===== src/rtl/softusb_rxfront.sv =====
// USB receive front end: DPLL bit recovery, NRZI decode, SYNC detect, bit unstuffing,
// LSB-first byte assembly and EOP/error reporting for one full- or low-speed port.
module softusb_rxfront #(
    parameter int FS_DIV   = 4,
    parameter int LS_DIV   = 32,
    parameter int SYNC_MIN = 5
) (
    input  logic       usb_clk,
    input  logic       usb_rst_n,
    input  logic       rx_en,
    input  logic       low_speed,
    input  logic       rcv,
    input  logic       vp,
    input  logic       vm,
    output logic [7:0] rx_data,
    output logic       rx_strobe,
    output logic       rx_active,
    output logic       rx_error,
    output logic       rx_eop
);

    localparam int PH_W = $clog2(LS_DIV > FS_DIV ? LS_DIV : FS_DIV);

    localparam logic [PH_W-1:0] FS_LAST = PH_W'(FS_DIV - 1);
    localparam logic [PH_W-1:0] LS_LAST = PH_W'(LS_DIV - 1);
    localparam logic [PH_W-1:0] FS_MID  = PH_W'(FS_DIV / 2);
    localparam logic [PH_W-1:0] LS_MID  = PH_W'(LS_DIV / 2);

    // Registered line state: bit 1 flags SE0, bit 0 is 1 for J.
    localparam logic [1:0] LN_K   = 2'b00;
    localparam logic [1:0] LN_SE0 = 2'b10;

    typedef enum logic [2:0] {
        S_IDLE,
        S_SYNC,
        S_DATA,
        S_EOP,
        S_ABORT,
        S_ABORT_J
    } state_t;

    state_t          state_q,  state_d;
    logic            ls_q,     ls_d;
    logic [1:0]      line_q,   line_d;
    logic [PH_W-1:0] ph_q,     ph_d;
    logic            prev_j_q, prev_j_d;
    logic [2:0]      zeros_q,  zeros_d;
    logic [2:0]      ones_q,   ones_d;
    logic [2:0]      bitcnt_q, bitcnt_d;
    logic [7:0]      shift_q,  shift_d;
    logic [7:0]      data_q,   data_d;
    logic            strobe_q, strobe_d;
    logic            active_q, active_d;
    logic            error_q,  error_d;
    logic            eop_q,    eop_d;

    logic [PH_W-1:0] ph_last;
    logic [PH_W-1:0] ph_mid;
    logic [1:0]      line_in;
    logic            sample;
    logic            samp_se0;
    logic            samp_j;
    logic            dec_bit;

    // Line decode, DPLL phase and NRZI reference
    always_comb begin
        ph_last  = ls_q ? LS_LAST : FS_LAST;
        ph_mid   = ls_q ? LS_MID  : FS_MID;
        line_in  = (!vp && !vm) ? LN_SE0 : {1'b0, rcv ^ ls_q};
        line_d   = line_in;
        ls_d     = (state_q == S_IDLE) ? low_speed : ls_q;

        // ph is 0 in the first cycle the registered line shows a new state.
        if (line_in != line_q) begin
            ph_d = '0;
        end else if (ph_q >= ph_last) begin
            ph_d = '0;
        end else begin
            ph_d = ph_q + PH_W'(1);
        end

        sample   = (ph_q == ph_mid);
        samp_se0 = (line_q == LN_SE0);
        samp_j   = line_q[0];
        dec_bit  = (samp_j == prev_j_q);
        prev_j_d = (sample && !samp_se0) ? samp_j : prev_j_q;
    end

    // Packet FSM
    always_comb begin
        state_d  = state_q;
        zeros_d  = zeros_q;
        ones_d   = ones_q;
        bitcnt_d = bitcnt_q;
        shift_d  = shift_q;
        data_d   = data_q;
        strobe_d = 1'b0;
        error_d  = 1'b0;
        eop_d    = 1'b0;
        active_d = active_q;

        case (state_q)
            S_IDLE: begin
                active_d = 1'b0;
                if (sample && !samp_se0 && !samp_j) begin
                    state_d = S_SYNC;
                    zeros_d = 3'd1;
                end
            end

            S_SYNC: begin
                if (sample) begin
                    if (samp_se0) begin
                        state_d = S_IDLE;
                    end else if (!dec_bit) begin
                        zeros_d = (zeros_q == 3'd7) ? 3'd7 : zeros_q + 3'd1;
                    end else if (zeros_q >= 3'(SYNC_MIN)) begin
                        state_d  = S_DATA;
                        active_d = 1'b1;
                        ones_d   = 3'd0;
                        bitcnt_d = 3'd0;
                    end else begin
                        state_d = S_IDLE;
                    end
                end
            end

            S_DATA: begin
                if (sample) begin
                    // SE0 wins over the stuff check, even in the 7th-one position.
                    if (samp_se0) begin
                        state_d = S_EOP;
                        error_d = (bitcnt_q != 3'd0);
                    end else if (ones_q == 3'd6) begin
                        if (dec_bit) begin
                            error_d  = 1'b1;
                            active_d = 1'b0;
                            state_d  = S_ABORT;
                        end else begin
                            ones_d = 3'd0;
                        end
                    end else begin
                        shift_d  = {dec_bit, shift_q[7:1]};
                        ones_d   = dec_bit ? ones_q + 3'd1 : 3'd0;
                        bitcnt_d = bitcnt_q + 3'd1;
                        if (bitcnt_q == 3'd7) begin
                            data_d   = {dec_bit, shift_q[7:1]};
                            strobe_d = 1'b1;
                        end
                    end
                end
            end

            S_EOP: begin
                if (sample && !samp_se0) begin
                    active_d = 1'b0;
                    eop_d    = samp_j;
                    state_d  = S_IDLE;
                end
            end

            S_ABORT: begin
                active_d = 1'b0;
                if (sample && samp_se0) begin
                    state_d = S_ABORT_J;
                end
            end

            S_ABORT_J: begin
                active_d = 1'b0;
                if (sample && !samp_se0 && samp_j) begin
                    state_d = S_IDLE;
                end
            end

            default: begin
                state_d  = S_IDLE;
                active_d = 1'b0;
            end
        endcase

        if (!rx_en) begin
            state_d  = S_IDLE;
            active_d = 1'b0;
            strobe_d = 1'b0;
            error_d  = 1'b0;
            eop_d    = 1'b0;
        end
    end

    always_ff @(posedge usb_clk) begin
        if (!usb_rst_n) begin
            state_q  <= S_IDLE;
            ls_q     <= 1'b0;
            line_q   <= LN_K;
            ph_q     <= '0;
            prev_j_q <= 1'b0;
            zeros_q  <= 3'd0;
            ones_q   <= 3'd0;
            bitcnt_q <= 3'd0;
            shift_q  <= 8'h00;
            data_q   <= 8'h00;
            strobe_q <= 1'b0;
            active_q <= 1'b0;
            error_q  <= 1'b0;
            eop_q    <= 1'b0;
        end else begin
            state_q  <= state_d;
            ls_q     <= ls_d;
            line_q   <= line_d;
            ph_q     <= ph_d;
            prev_j_q <= prev_j_d;
            zeros_q  <= zeros_d;
            ones_q   <= ones_d;
            bitcnt_q <= bitcnt_d;
            shift_q  <= shift_d;
            data_q   <= data_d;
            strobe_q <= strobe_d;
            active_q <= active_d;
            error_q  <= error_d;
            eop_q    <= eop_d;
        end
    end

    assign rx_data   = data_q;
    assign rx_strobe = strobe_q;
    assign rx_active = active_q;
    assign rx_error  = error_q;
    assign rx_eop    = eop_q;

endmodule


===== config.mk =====
export PLATFORM = sky130hd
export DESIGN_NAME = softusb_rxfront
export DESIGN_NICKNAME = d
export VERILOG_FILES = /design/src/rtl/softusb_rxfront.sv
export SDC_FILE = /design/constraint.sdc
export NUM_CORES = 1
export LEC_CHECK = 0
export BUFFER_PORTS_ARGS = -buffer_cell sky130_fd_sc_hd__buf_2
export CORE_ASPECT_RATIO = 1.25
export CORE_UTILIZATION = 58
export DETAILED_ROUTE_END_ITERATION = 8
export HOLD_SLACK_MARGIN = 0.12
export PLACE_DENSITY = 0.86
export SETUP_SLACK_MARGIN = 0.5
export SLEW_MARGIN = 10
export SYNTH_ARGS = -nofsm -noshare
export SYNTH_HDL_FRONTEND = slang
export SYNTH_SLANG_ARGS = --single-unit

===== constraint.sdc =====
create_clock -name usb_clk -period 2.71 [get_ports usb_clk]
set_input_delay 0.271 -clock usb_clk [delete_from_list [all_inputs] [get_ports usb_clk]]
set_output_delay 0.271 -clock usb_clk [all_outputs]
set_load 0.005 [all_outputs]

==> reports/qor.yml <==
cts_root_buf: "clkbuf_8"
synth_cell_types: 50
coreArea_um2: 3250
worst_slew_pin_slew_ns: 0.697
leakagePower_uw: 0.000957
grt_antenna_before_repair: 0
vias: 1658
grt_pass1_wl_um: 6570
post_drt_wl_per_cell_um: 14.4
first_pass_iters: 5
dp_hpwl_um: 2720
final.setup.worst_slack_ns: 0.539
gp_congestion: 0.872
ys_seq_area_share_pct: 40.1
max-vdd-ir-drop_mv: 0.604
crit_buf_inv: 2
hold_viol: 0
cp-end-kind: "flop"
ioPinCount: 19
area_growth_pct: 14.9
fin_worst_skew_ns: 0.00271
ys_seq_elements: 40
clockBufferDepth: 2
synthTopCellsByArea: "dfxtp_1 40%, mux2i_1 8.0%, ha_1 6.9%"
synthCells: 217
maxCapViolCount: 0
power_density_nw_per_um2: 586
cp-start-kind: "flop"
syn_nets: 235
drt_iter0_drc: 50
cts_buffers: 5
drv_slew: 0
rsz0062_at_grt: "true"
critical-path-top-delay-family: "simple AND/OR/NAND/NOR gates"
die-area_um2: 3680
crit_path_max_fanout: 7
hold_slack_ns: 0.146
yosysMostFrequentCell: "dfxtp_1"
postCtsHoldBufs: 0
async_flop_share_pct: 0
totalWireLength_um: 4040
final_layout_size_suffix_gt1_share_pct: 20.6
criticalPathCategory: "reg -> reg"
grt_overflow: 0
start_util_pct: 61.4
dieWidth_um: 54.5
slowest_stage: "or4_1"
post-route-period-util_pct: 80.1
grt_pass1_vias: 1531
status: "complete, no violations"
setup_viol: 0
n_fill_cell: 246
max-slew-margin-rel_pct: 53.5
grtUsageTotal_pct: 24.8
multi_input_area_um2: 1130
clk_latency_ns: 0.29
worstHoldPathType: "in -> reg"
antenna_cells: 0
die_h_um: 67.6
fmax_mhz: 461
synth_common_cells: "40 x dfxtp_1, 24 x nor2_1, 22 x nand2_1"
drc: 0
fin_tns_setup_ns: 0
fp-row-count: 23
drtAntennaViolNets: 0
syn_area_um2: 2000
cts_htree_levels: 2
seqCellArea_um2: 805
synth_top_cell_area_share_pct: 40.1
synth_area_per_cell_um2: 9.20
port_buffers: 18
grt_max_degree: 22
synth-edff-count: 0
dp_slack_ns: 0.287
critical-path-max-stage-delay_ns: 0.48
layout.nets: 260
ys.flop_type: "dfxtp_1"
synth_top_cell_by_area: "dfxtp_1"
yosys_warnings: 0
cp_cell_sequence: "inv_2 > ha_4 > nor4b_4 > buf_4 > nand3b_4 > a221o_1 > or4_1 > a21oi_1"
cp.required_ns: 2.93
clock_sinks: 40
worstPathArrival_ns: 2.39
clkSlewWorstSetupHoldPaths_ns: 0.07
finalCriticalPeriod_ns: 2.17
via_per_inst: 5.92
cts_tree: "built"
[cell usage in the layout (no fill, tap or decap), types with 2 or more instances in the layout]
master,n
a31oi_1,2
nor2_1,23
buf_2,18
buf_4,8
inv_1,9
a21o_1,2
nand2_1,22
o22ai_1,2
xnor2_1,4
o211ai_1,2
clkbuf_8,7
a211oi_1,2
ha_1,10
nor3b_2,2
nand3_1,9
mux2i_1,16
dfxtp_1,39
nor3_1,10
o21ai_0,7
a21oi_1,9
nand3b_1,2
xor2_1,4
nand4_1,2
[timing repair]
action / CTS / global route
gates resized for setup: 1 / 6
buffers inserted: 5 / 1
pin swaps: 1 / 2
setup endpoints to repair: 12 / 17
[cells by family after synthesis]
group / synth area share, %
and+or+nand+nor: 21.9
AOI/OAI and AO/OA: 14.0
DFF: 40.1
buffers and inverters: 4.76
muxes: 8.02
adders and majority gates: 6.89
xor gates and xnor gates: 4.32
[routing by layer]
metal / global-route usage (%) / part of all wire [%] / vias up
met2: 40.2 / 50 / 44
met1: 30.0 / 44 / 785
met3: 6.76 / 4.7 / 8
li1: - / - / 821
met4: 10.9 / 1.4 / 0
met5: 0 / 0 / -
[path summary, 6_finish.rpt]
check	from	endpoint	slack, ns	depth (start not counted)
min	vp	line_q[1]$_SDFF_PN0_	0.15	2
min reg2reg	rx_active$_SDFFE_PN0P_	rx_active$_SDFFE_PN0P_	0.46	1
max reg2reg	ls_q$_SDFFE_PN0P_	ones_q[2]$_SDFFE_PN0P_	0.54	8
max	ls_q$_SDFFE_PN0P_	ones_q[2]$_SDFFE_PN0P_	0.54	8
[flip-flops by register name (all words and copies together), names as in the netlist]
| name | flops |
|---|---|
| bitcnt_q | 3 |
| line_q | 2 |
| ls_q | 1 |
| ones_q | 3 |
| ph_q | 5 |
| prev_j_q | 1 |
| rx_active | 1 |
| rx_data | 8 |
| rx_eop | 1 |
| rx_error | 1 |
| rx_strobe | 1 |
| shift_q | 7 |
| state_q | 3 |
| zeros_q | 3 |
[worst register-to-register path, stage by stage, from the launching register on]
cell and delay [ns]:
dfxtp_4 0.35, inv_2 0.05, ha_4 0.26, nor4b_4 0.17
buf_4 0.17, nand3b_4 0.13, a221o_1 0.36, or4_1 0.48
a21oi_1 0.13
[cell type report]
type / instances / share of cell area (%)
inverter: 10 / 1.64
multi-input combinational: 159 / 49.2
tap: 37 / 2.02
timing repair buffer: 26 / 6.54
sequential: 40 / 35.1
clock inverter: 1 / 1.31
clock buffer: 7 / 4.20
[power by group]
part | internal (µW) | leakage [µW] | switching, µW
Combinational | 83.3 | 0.000569 | 110
Clock | 325 | 0.0000645 | 201
Sequential | 600 | 0.000324 | 25.8
Total | 1010 | 0.000957 | 337
[metrics by stage]
stage               utilization, %  cell area (µm²)  power, µW  instances
floorplan                        -             2000        769        217
global placement              64.4             2090        796        266
detailed placement            64.4             2090        800        266
CTS                           69.8             2270       1340        279
global route                  70.6             2290       1400        280
finish                        70.6             2290       1350        280
Note: power is estimated with default switching activity, not from simulation.
